==> src/rtl/dmem_arbiter.sv <==
// dmem_arbiter: shares a single-port, registered-read data memory between a
// fixed-priority CPU port (A) and a secondary master (B). B is guaranteed
// service by a starvation counter that forces a grant after WAIT_LIMIT stalls.
// Optional feature macro: DMEM_ARB_ALIGN_CHECK_EN (misaligned / out-of-range
// accesses are granted but suppressed and flagged on err).
module dmem_arbiter #(
    parameter int DEPTH      = 256,
    parameter int ADDR_LSB   = 2,
    parameter int WAIT_LIMIT = 4
) (
    input  logic        clk_i,
    input  logic        rst_i,
    input  logic        a_req_i,
    input  logic        a_we_i,
    input  logic [31:0] a_addr_i,
    input  logic [31:0] a_wdata_i,
    output logic        a_gnt_o,
    output logic        a_rvalid_o,
    output logic [31:0] a_rdata_o,
    output logic        a_err_o,
    input  logic        b_req_i,
    input  logic        b_we_i,
    input  logic [31:0] b_addr_i,
    input  logic [31:0] b_wdata_i,
    output logic        b_gnt_o,
    output logic        b_rvalid_o,
    output logic [31:0] b_rdata_o,
    output logic        b_err_o,
    output logic        mem_we_o,
    output logic        mem_re_o,
    output logic [31:0] mem_addr_o,
    output logic [31:0] mem_wdata_o,
    input  logic [31:0] mem_rdata_i
);
    localparam int          IW      = $clog2(DEPTH);
    localparam logic [3:0]  LIMIT   = 4'(WAIT_LIMIT);
    localparam logic [31:0] DEPTH_W = 32'(DEPTH);

    typedef enum logic {IDLE, RDATA} state_t;

    state_t     state_reg, state_next;
    logic       owner_reg, owner_next;      // 0 = A, 1 = B
    logic [3:0] wait_cnt_reg, wait_cnt_next;
    logic       rerr_reg, rerr_next;        // pending read was a rejected access

    // Per-port views so both ports share one generate body (index 0 = A, 1 = B)
    logic [1:0]  req, we, gnt, rvalid, err, bad;
    logic [31:0] addr   [2];
    logic [31:0] wdata  [2];
    logic [31:0] rdata  [2];
    logic [1:0]  unused_bits;

    assign req      = {b_req_i, a_req_i};
    assign we       = {b_we_i, a_we_i};
    assign addr[0]  = a_addr_i;
    assign addr[1]  = b_addr_i;
    assign wdata[0] = a_wdata_i;
    assign wdata[1] = b_wdata_i;

    logic grant_any;
    logic sel;

    // Arbitration: only in IDLE; a starved B overrides A's fixed priority
    always_comb begin
        grant_any = 1'b0;
        sel       = 1'b0;
        if (!rst_i && state_reg == IDLE) begin
            if (req[1] && wait_cnt_reg == LIMIT) begin
                grant_any = 1'b1;
                sel       = 1'b1;
            end else if (req[0]) begin
                grant_any = 1'b1;
                sel       = 1'b0;
            end else if (req[1]) begin
                grant_any = 1'b1;
                sel       = 1'b1;
            end
        end
    end

    generate
        for (genvar gi = 0; gi < 2; gi++) begin : g_port
            // Bits outside the word index are deliberately ignored when unchecked
            assign unused_bits[gi] = ^{addr[gi][31:ADDR_LSB+IW], addr[gi][ADDR_LSB-1:0]};
`ifdef DMEM_ARB_ALIGN_CHECK_EN
            assign bad[gi] = (|addr[gi][ADDR_LSB-1:0]) || ((addr[gi] >> ADDR_LSB) >= DEPTH_W);
            assign err[gi] = (gnt[gi] && we[gi] && bad[gi]) || (rvalid[gi] && rerr_reg);
`else
            assign bad[gi] = 1'b0;
            assign err[gi] = 1'b0;
`endif
            assign gnt[gi]    = grant_any && (sel == 1'(gi));
            // Reset in the RDATA cycle suppresses the pending response
            assign rvalid[gi] = !rst_i && state_reg == RDATA && owner_reg == 1'(gi);
            assign rdata[gi]  = (rvalid[gi] && !rerr_reg) ? mem_rdata_i : 32'd0;
        end
    endgenerate

    assign a_gnt_o    = gnt[0];
    assign b_gnt_o    = gnt[1];
    assign a_rvalid_o = rvalid[0];
    assign b_rvalid_o = rvalid[1];
    assign a_rdata_o  = rdata[0];
    assign b_rdata_o  = rdata[1];
    assign a_err_o    = err[0];
    assign b_err_o    = err[1];

    // Memory-side strobes and winner's address/data; all zero when nothing is granted
    always_comb begin
        mem_we_o    = 1'b0;
        mem_re_o    = 1'b0;
        mem_addr_o  = 32'd0;
        mem_wdata_o = 32'd0;
        if (grant_any) begin
            mem_we_o    = we[sel] && !bad[sel];
            mem_re_o    = !we[sel] && !bad[sel];
            mem_addr_o  = 32'(addr[sel][ADDR_LSB+IW-1:ADDR_LSB]);
            mem_wdata_o = wdata[sel];
        end
    end

    // Next state: reads spend one cycle in RDATA; starvation counter tracks B stalls
    always_comb begin
        state_next    = state_reg;
        owner_next    = owner_reg;
        rerr_next     = rerr_reg;
        wait_cnt_next = wait_cnt_reg;
        case (state_reg)
            IDLE: begin
                if (grant_any && !we[sel]) begin
                    state_next = RDATA;
                    owner_next = sel;
                    rerr_next  = bad[sel];
                end
            end
            RDATA: begin
                state_next = IDLE;
                rerr_next  = 1'b0;
            end
            default: state_next = IDLE;
        endcase
        if (!req[1] || gnt[1]) begin
            wait_cnt_next = 4'd0;
        end else if (wait_cnt_reg < LIMIT) begin
            wait_cnt_next = wait_cnt_reg + 4'd1;
        end
    end

    // State register with synchronous reset
    always_ff @(posedge clk_i) begin
        if (rst_i) begin
            state_reg    <= IDLE;
            owner_reg    <= 1'b0;
            wait_cnt_reg <= 4'd0;
            rerr_reg     <= 1'b0;
        end else begin
            state_reg    <= state_next;
            owner_reg    <= owner_next;
            wait_cnt_reg <= wait_cnt_next;
            rerr_reg     <= rerr_next;
        end
    end
endmodule

==> config.mk <==
export PLATFORM = sky130hd
export DESIGN_NAME = dmem_arbiter
export DESIGN_NICKNAME = d
export VERILOG_FILES = /design/src/rtl/dmem_arbiter.sv
export SDC_FILE = /design/constraint.sdc
export NUM_CORES = 1
export LEC_CHECK = 0
export ABC_AREA = 0
export CAP_MARGIN = 20
export CELL_PAD_IN_SITES_DETAIL_PLACEMENT = 1
export CELL_PAD_IN_SITES_GLOBAL_PLACEMENT = 1
export CORE_AREA = 2 2 125 127
export CTS_BUF_LIST = sky130_fd_sc_hd__clkbuf_8
export DETAILED_ROUTE_END_ITERATION = 8
export DIE_AREA = 0 0 127 129
export GPL_ROUTABILITY_DRIVEN = 0
export GPL_TIMING_DRIVEN = 0
export HOLD_SLACK_MARGIN = 0.05
export PLACE_DENSITY = 0.86
export SYNTH_ARGS = -nofsm -noshare
export SYNTH_HDL_FRONTEND = slang
export SYNTH_SLANG_ARGS = --single-unit
==> constraint.sdc <==
create_clock -name clk_i -period 2.63 [get_ports clk_i]
set_input_delay 0.789 -clock clk_i [delete_from_list [all_inputs] [get_ports clk_i]]
set_output_delay 0.789 -clock clk_i [all_outputs]
set_load 0.005 [all_outputs]
======== Word level (Yosys, flattened, before mapping) ========
Index checks and enable logic that the tools add are counted.
W data, S select, Z words.
word-level totals
  register bits ........................... 7
  output and inout port bits .............. 136
operators by class
  add/sub/neg operators ................... 1
  order comparisons ....................... 3
  equal/unequal tests ..................... 2
  multiplexer cells ....................... 26
  bitwise gates (word level) .............. 4
  reductions and logical operators ........ 20
operators by type and width
  operator               number
  $mux W32               6
  $mux W10               3
  $mux W1                14
  $logic_and A1 B1 Y1    12
  $mux W8                1
  $logic_not A1 Y1       5
  $add A4 B1 Y4 const B  1
  $eq A4 B3 Y1 const B   1
  $lt A4 B3 Y1 const B   1
  $pmux W1 S2            2
  $not A1 Y1             3
  $ge A2 B2 Y1 const B   1
  $lt A1 B2 Y1 const B   1
  $ne A2 B1 Y1 const B   1
  $not A1 Y2             1
  $reduce_and A2 Y1      1
  $reduce_or A2 Y1       1
  $logic_or A1 B1 Y1     1

======== Depth between registers and ports, before layout ========
Gate-level depths: netlist (run 1).
  depth after elaboration ................. 10
  depth in mapped cells ................... 7

======== Worst setup path before layout (run 1) ========
Ideal clock, no wire load.
  kind .................................... input to output
  start point ............................. in a_req_i
  end point ............................... out mem_addr_o[2]
  arrival time ............................ 1.430 ns
  data required time ...................... 1.841 ns
  setup slack ............................. 0.411 ns
  cell stages on the path ................. 4
  path buffers ............................ 1
  cell sequence ........................... inv_1 > o21ai_4 > clkbuf_2 > o21ai_0
on the way
  longest elaborated chain between the ends .. 8
ends and longest elaborated chain
  element                                      RTL line  source
  start, declared                              13        input logic a_req_i,
  $mux W1                                      71        end else if (req[0]) begin
  $mux W1                                      68        if (req[1] && wait_cnt_reg == LIMIT) begin
  $mux W1                                      67        if (!rst_i && state_reg == IDLE) begin
  $not A1 Y2 (implied by the code)             117       mem_addr_o = 32'(addr[sel][ADDR_LSB+IW-1:ADDR_LSB]);
  $mux W10 (implied by the code) (3 in a row)  117
  $mux W8 (*)                                  114       if (grant_any) begin
  end, declared                                31        output logic [31:0] mem_addr_o,
Mark *: on every way between the ends. The rest lies on a longest branch, timed or not. The select of a mux whose other input is x is not followed.

======== Worst setup path after layout (run 1) ========
  start point ............................. in rst_i
  end point ............................... out a_rdata_o[17]
on the way
  longest elaborated chain between the ends .. 5
ends and longest elaborated chain
  element                           RTL line  source
  start, declared                   12        input logic rst_i,
  $logic_not A1 Y1                  94        assign rvalid[gi] = !rst_i && state_reg == RDATA && owner_reg == 1'(gi);
  $logic_and A1 B1 Y1 (2 in a row)  94
  $logic_and A1 B1 Y1               95        assign rdata[gi] = (rvalid[gi] && !rerr_reg) ? mem_rdata_i : 32'd0;
  $mux W32                          95
  end, declared                     19        output logic [31:0] a_rdata_o,
Every way passes these cells.

==> results.rst, run 1 <==
.. list-table::
   :header-rows: 1

   * - Metric
     - Value
   * - Fraction of registers with async set or reset after synthesis
     - 0
   * - Utilization after layout
     - 0.318
   * - First-pass detailed-route iteration total
     - 6
   * - Main synth FF type
     - sky130_fd_sc_hd__dfxtp_1
   * - Data arrival time of the worst path
     - 1810 ps
   * - Area growth, synth to finish
     - 170%
   * - Number of enable-type register cells in the synthesized netlist
     - 0
   * - Starting density of the core
     - 0.118
   * - Fraction of the cycle the final worst path needs
     - 0.989
   * - Inst Count DP
     - 722
   * - Worst EP required
     - 1840 ps
   * - Top cells by area, synth
     - sky130_fd_sc_hd__and2_1 (23%), sky130_fd_sc_hd__nand3_1 (12%), sky130_fd_sc_hd__buf_4 (11%)
   * - Run status
     - completed
   * - Number of instances in the synthesized netlist
     - 282
   * - Count of standard-cell rows
     - 45
   * - Power density cells
     - 170 mW/mm^2
   * - Sort of element at the start of the critical path
     - primary input
   * - Maximum number of pins on one net before global-route repair
     - 11
   * - Clock period minus final worst setup slack
     - 2600 ps
   * - Final layout net count
     - 734
   * - Leftover overflow at the end of global routing
     - 0
   * - Post-synth design cell area
     - 0.00176 mm^2
   * - Proportion of synthesized chip area in sequential cells
     - 0.0681
   * - Combined global-route utilization of all metal layers
     - 0.125
   * - Final setup violating endpoints
     - 0
   * - Standby leakage power
     - 0.00266 uW
   * - Placement Cell Area
     - 0.00437 mm^2
   * - DR vias
     - 2896
   * - Class of the tightest hold or removal check
     - reg -> reg
   * - Achievable clock frequency
     - 384 MHz
   * - Classification of the worst setup path
     - in -> out
   * - Clk_skew
     - 0.187 ps
   * - Distinct cells, synth
     - 33
   * - Number of slew-limit violations in the final report
     - 0
   * - Core area
     - 0.0150 mm^2
   * - Residual DRC count
     - 0
   * - Number of CTS-inserted buffers
     - 3
   * - CP Cell Sequence
     - buf_8 > nor3b_4 > buf_4 > buf_6 > buf_4 > buf_6 > and2_1 > dlymetal6s2s_1
   * - Die Wd
     - 127 um
   * - Number of hold violations in the final report
     - 0
   * - Cell chosen for the clock root
     - sky130_fd_sc_hd__clkbuf_8
   * - Worst path max stage delay
     - 200 ps
   * - Remaining number of nets flagged by the antenna check after routing
     - 0
   * - Half-perimeter wire length of the detailed placement result
     - 8700 um
   * - Detailed-route wire length
     - 11200 um
   * - Area fraction of the dominant cell type after synthesis
     - 0.234
   * - Clock latency reported for the late side of the worst-skew pair
     - 230 ps
   * - Largest area contributor in the synthesized netlist
     - sky130_fd_sc_hd__and2_1
   * - Max stage delay cell, worst path
     - sky130_fd_sc_hd__nor3b_4
   * - Number of max-cap violations
     - 0
   * - Proportion of layout cells with a drive suffix above 1
     - 0.300
   * - Final standard cell area without fillers
     - 0.00476 mm^2
   * - CTS tree
     - built
   * - DIE AREA
     - 0.0164 mm^2
   * - Mean post-synth cell area
     - 6.26 um^2
   * - Setup repair after global routing missed its margin
     - yes
   * - Number of register bits inferred by synthesis
     - 6
   * - Initial antenna violation count
     - 0
   * - Worst slack at placement
     - -966 ps
   * - Total inserted antenna cells
     - 0
   * - Number of fillers in the final layout
     - 1834
   * - Y dimension of the die
     - 129 um
   * - Largest voltage drop on the vdd net
     - 0.0000782 V
   * - Number of port buffers
     - 227
   * - Buffer and inverter count on the worst path
     - 6
   * - Top cell family by delay on the critical path
     - buffers and inverters
   * - Most frequent cells after synthesis
     - sky130_fd_sc_hd__and2_1 (66), sky130_fd_sc_hd__nand2_1 (42), sky130_fd_sc_hd__nand3_1 (41), sky130_fd_sc_hd__o21ai_0 (32), sky130_fd_sc_hd__buf_4 (27)
   * - Drt initial violations
     - 71
   * - Crit path setup slack, layout
     - 27.7 ps
   * - Number of flip-flops in the largest register
     - 4
   * - Maximum level of the CTS H-tree
     - 1
   * - Critical Path End Type
     - primary output
   * - Wire length of the first global-routing pass
     - 16400 um
   * - Clock transition time at the flip-flop clock pins of the worst setup and hold paths
     - 40 ps
   * - Top Ports
     - 302
   * - Post-detailed-route via-to-cell ratio
     - 3.85
   * - Number of warnings reported in the yosys synthesis log
     - 0
   * - Clock sink total
     - 6
   * - Maximum fanout along the worst path
     - 6
   * - Layout Cells excl Fill
     - 752
   * - Most used standard cell by instance count after synthesis
     - sky130_fd_sc_hd__and2_1
   * - Clock buffer depth
     - 2
   * - Routed wire per std cell
     - 14.9 um
   * - Number of global-route vias before repair
     - 2974
==> worst reg2reg max path: stages (launching register included) <==
cell and delay, ps:
sky130_fd_sc_hd__dfxtp_2 330, sky130_fd_sc_hd__inv_2 40, sky130_fd_sc_hd__ha_4 150, sky130_fd_sc_hd__and3b_4 200
sky130_fd_sc_hd__o21ai_4 240, sky130_fd_sc_hd__o22ai_2 130, sky130_fd_sc_hd__and2_1 170
==> logic make-up after synthesis <==
| kind of cell | count (synthesis) | share of synthesized area |
|---|---|---|
| AND/OR/NAND/NOR | 164 | 0.496 |
| buffers and inverters | 55 | 0.241 |
| AO/OA/AOI/OAI | 54 | 0.178 |
| flip-flops | 6 | 0.0681 |
| adder cells (fa/ha/maj) | 2 | 0.0142 |
| other | 1 | 0.00213 |
==> final timing paths <==
kind,start,to,slack [ps],cells after the start
setup reg to reg,wait_cnt_reg[0],state_reg,1270,6
setup / recovery,rst_i,a_rdata_o[17],30,8
hold / removal,wait_cnt_reg[3],wait_cnt_reg[3],520,2
hold reg to reg,wait_cnt_reg[3],wait_cnt_reg[3],520,2
==> repair_timing <==
action	4_1_cts	5_1_grt
endpoints found under the setup margin	110	53
gates resized for setup	277	82
hold buffers	0	0
gates cloned	6	0
setup buffers	16	6
pin swaps	5	5
==> per-stage QoR <==
stage,hold WS [ps],setup TNS [ps],power [uW]
after floorplan,472,0,283
after global placement,504,-91470,615
after detailed placement,510,-92850,622
after CTS,520,-4180,798
after global routing,570,-71.8,869
final,519,0,807
==> cell type report <==
class / count / area (um^2) / area share
Tap cell: 188 / 235 / 0.0495
Timing Repair Buffer: 255 / 2370 / 0.499
Multi-Input combinational cell: 246 / 1440 / 0.303
Inverter: 5 / 21.3 / 0.00447
Sequential cell: 6 / 123 / 0.0258
Buffer: 49 / 522 / 0.110
Clock buffer: 3 / 41.3 / 0.00868
==> per-layer routing <==
layer / routed length [um] / vias to the layer above / GRT usage
li1: - / 1446 / -
met1: 4400 / 1322 / 0.146
met2: 6070 / 113 / 0.236
met3: 600 / 15 / 0.0204
met4: 174 / 0 / 0.0310
met5: 0 / - / 0
==> power by group <==
part	internal, uW	switching, uW
Clock	99.0	47.4
Combinational	350	214
Sequential	94.4	2.04
Total	544	263
==> placed cells by master (no fill, tap or decap), drive strengths merged, types with 2 or more instances in the layout <==
cell type	count
a21o	2
and2	66
ha	2
inv	5
dfxtp	6
dlygate4sd2	35
clkdlybuf4s50	112
a21oi	4
dlymetal6s2s	24
nor2	6
o21ai	44
buf	105
nand3	41
clkbuf	26
nand2	42
nor3	4
conb	26
clkdlybuf4s15	5
No activity file was read; power rests on OpenSTA's default activity.
==> run 2: changes to the inputs <==
- ABC_CLOCK_PERIOD_IN_PS: default -> 2630
- RECOVER_POWER: default -> 50
==> results of run 2 <==
The final DEF is identical to that of run 1; final timing and power are the same.
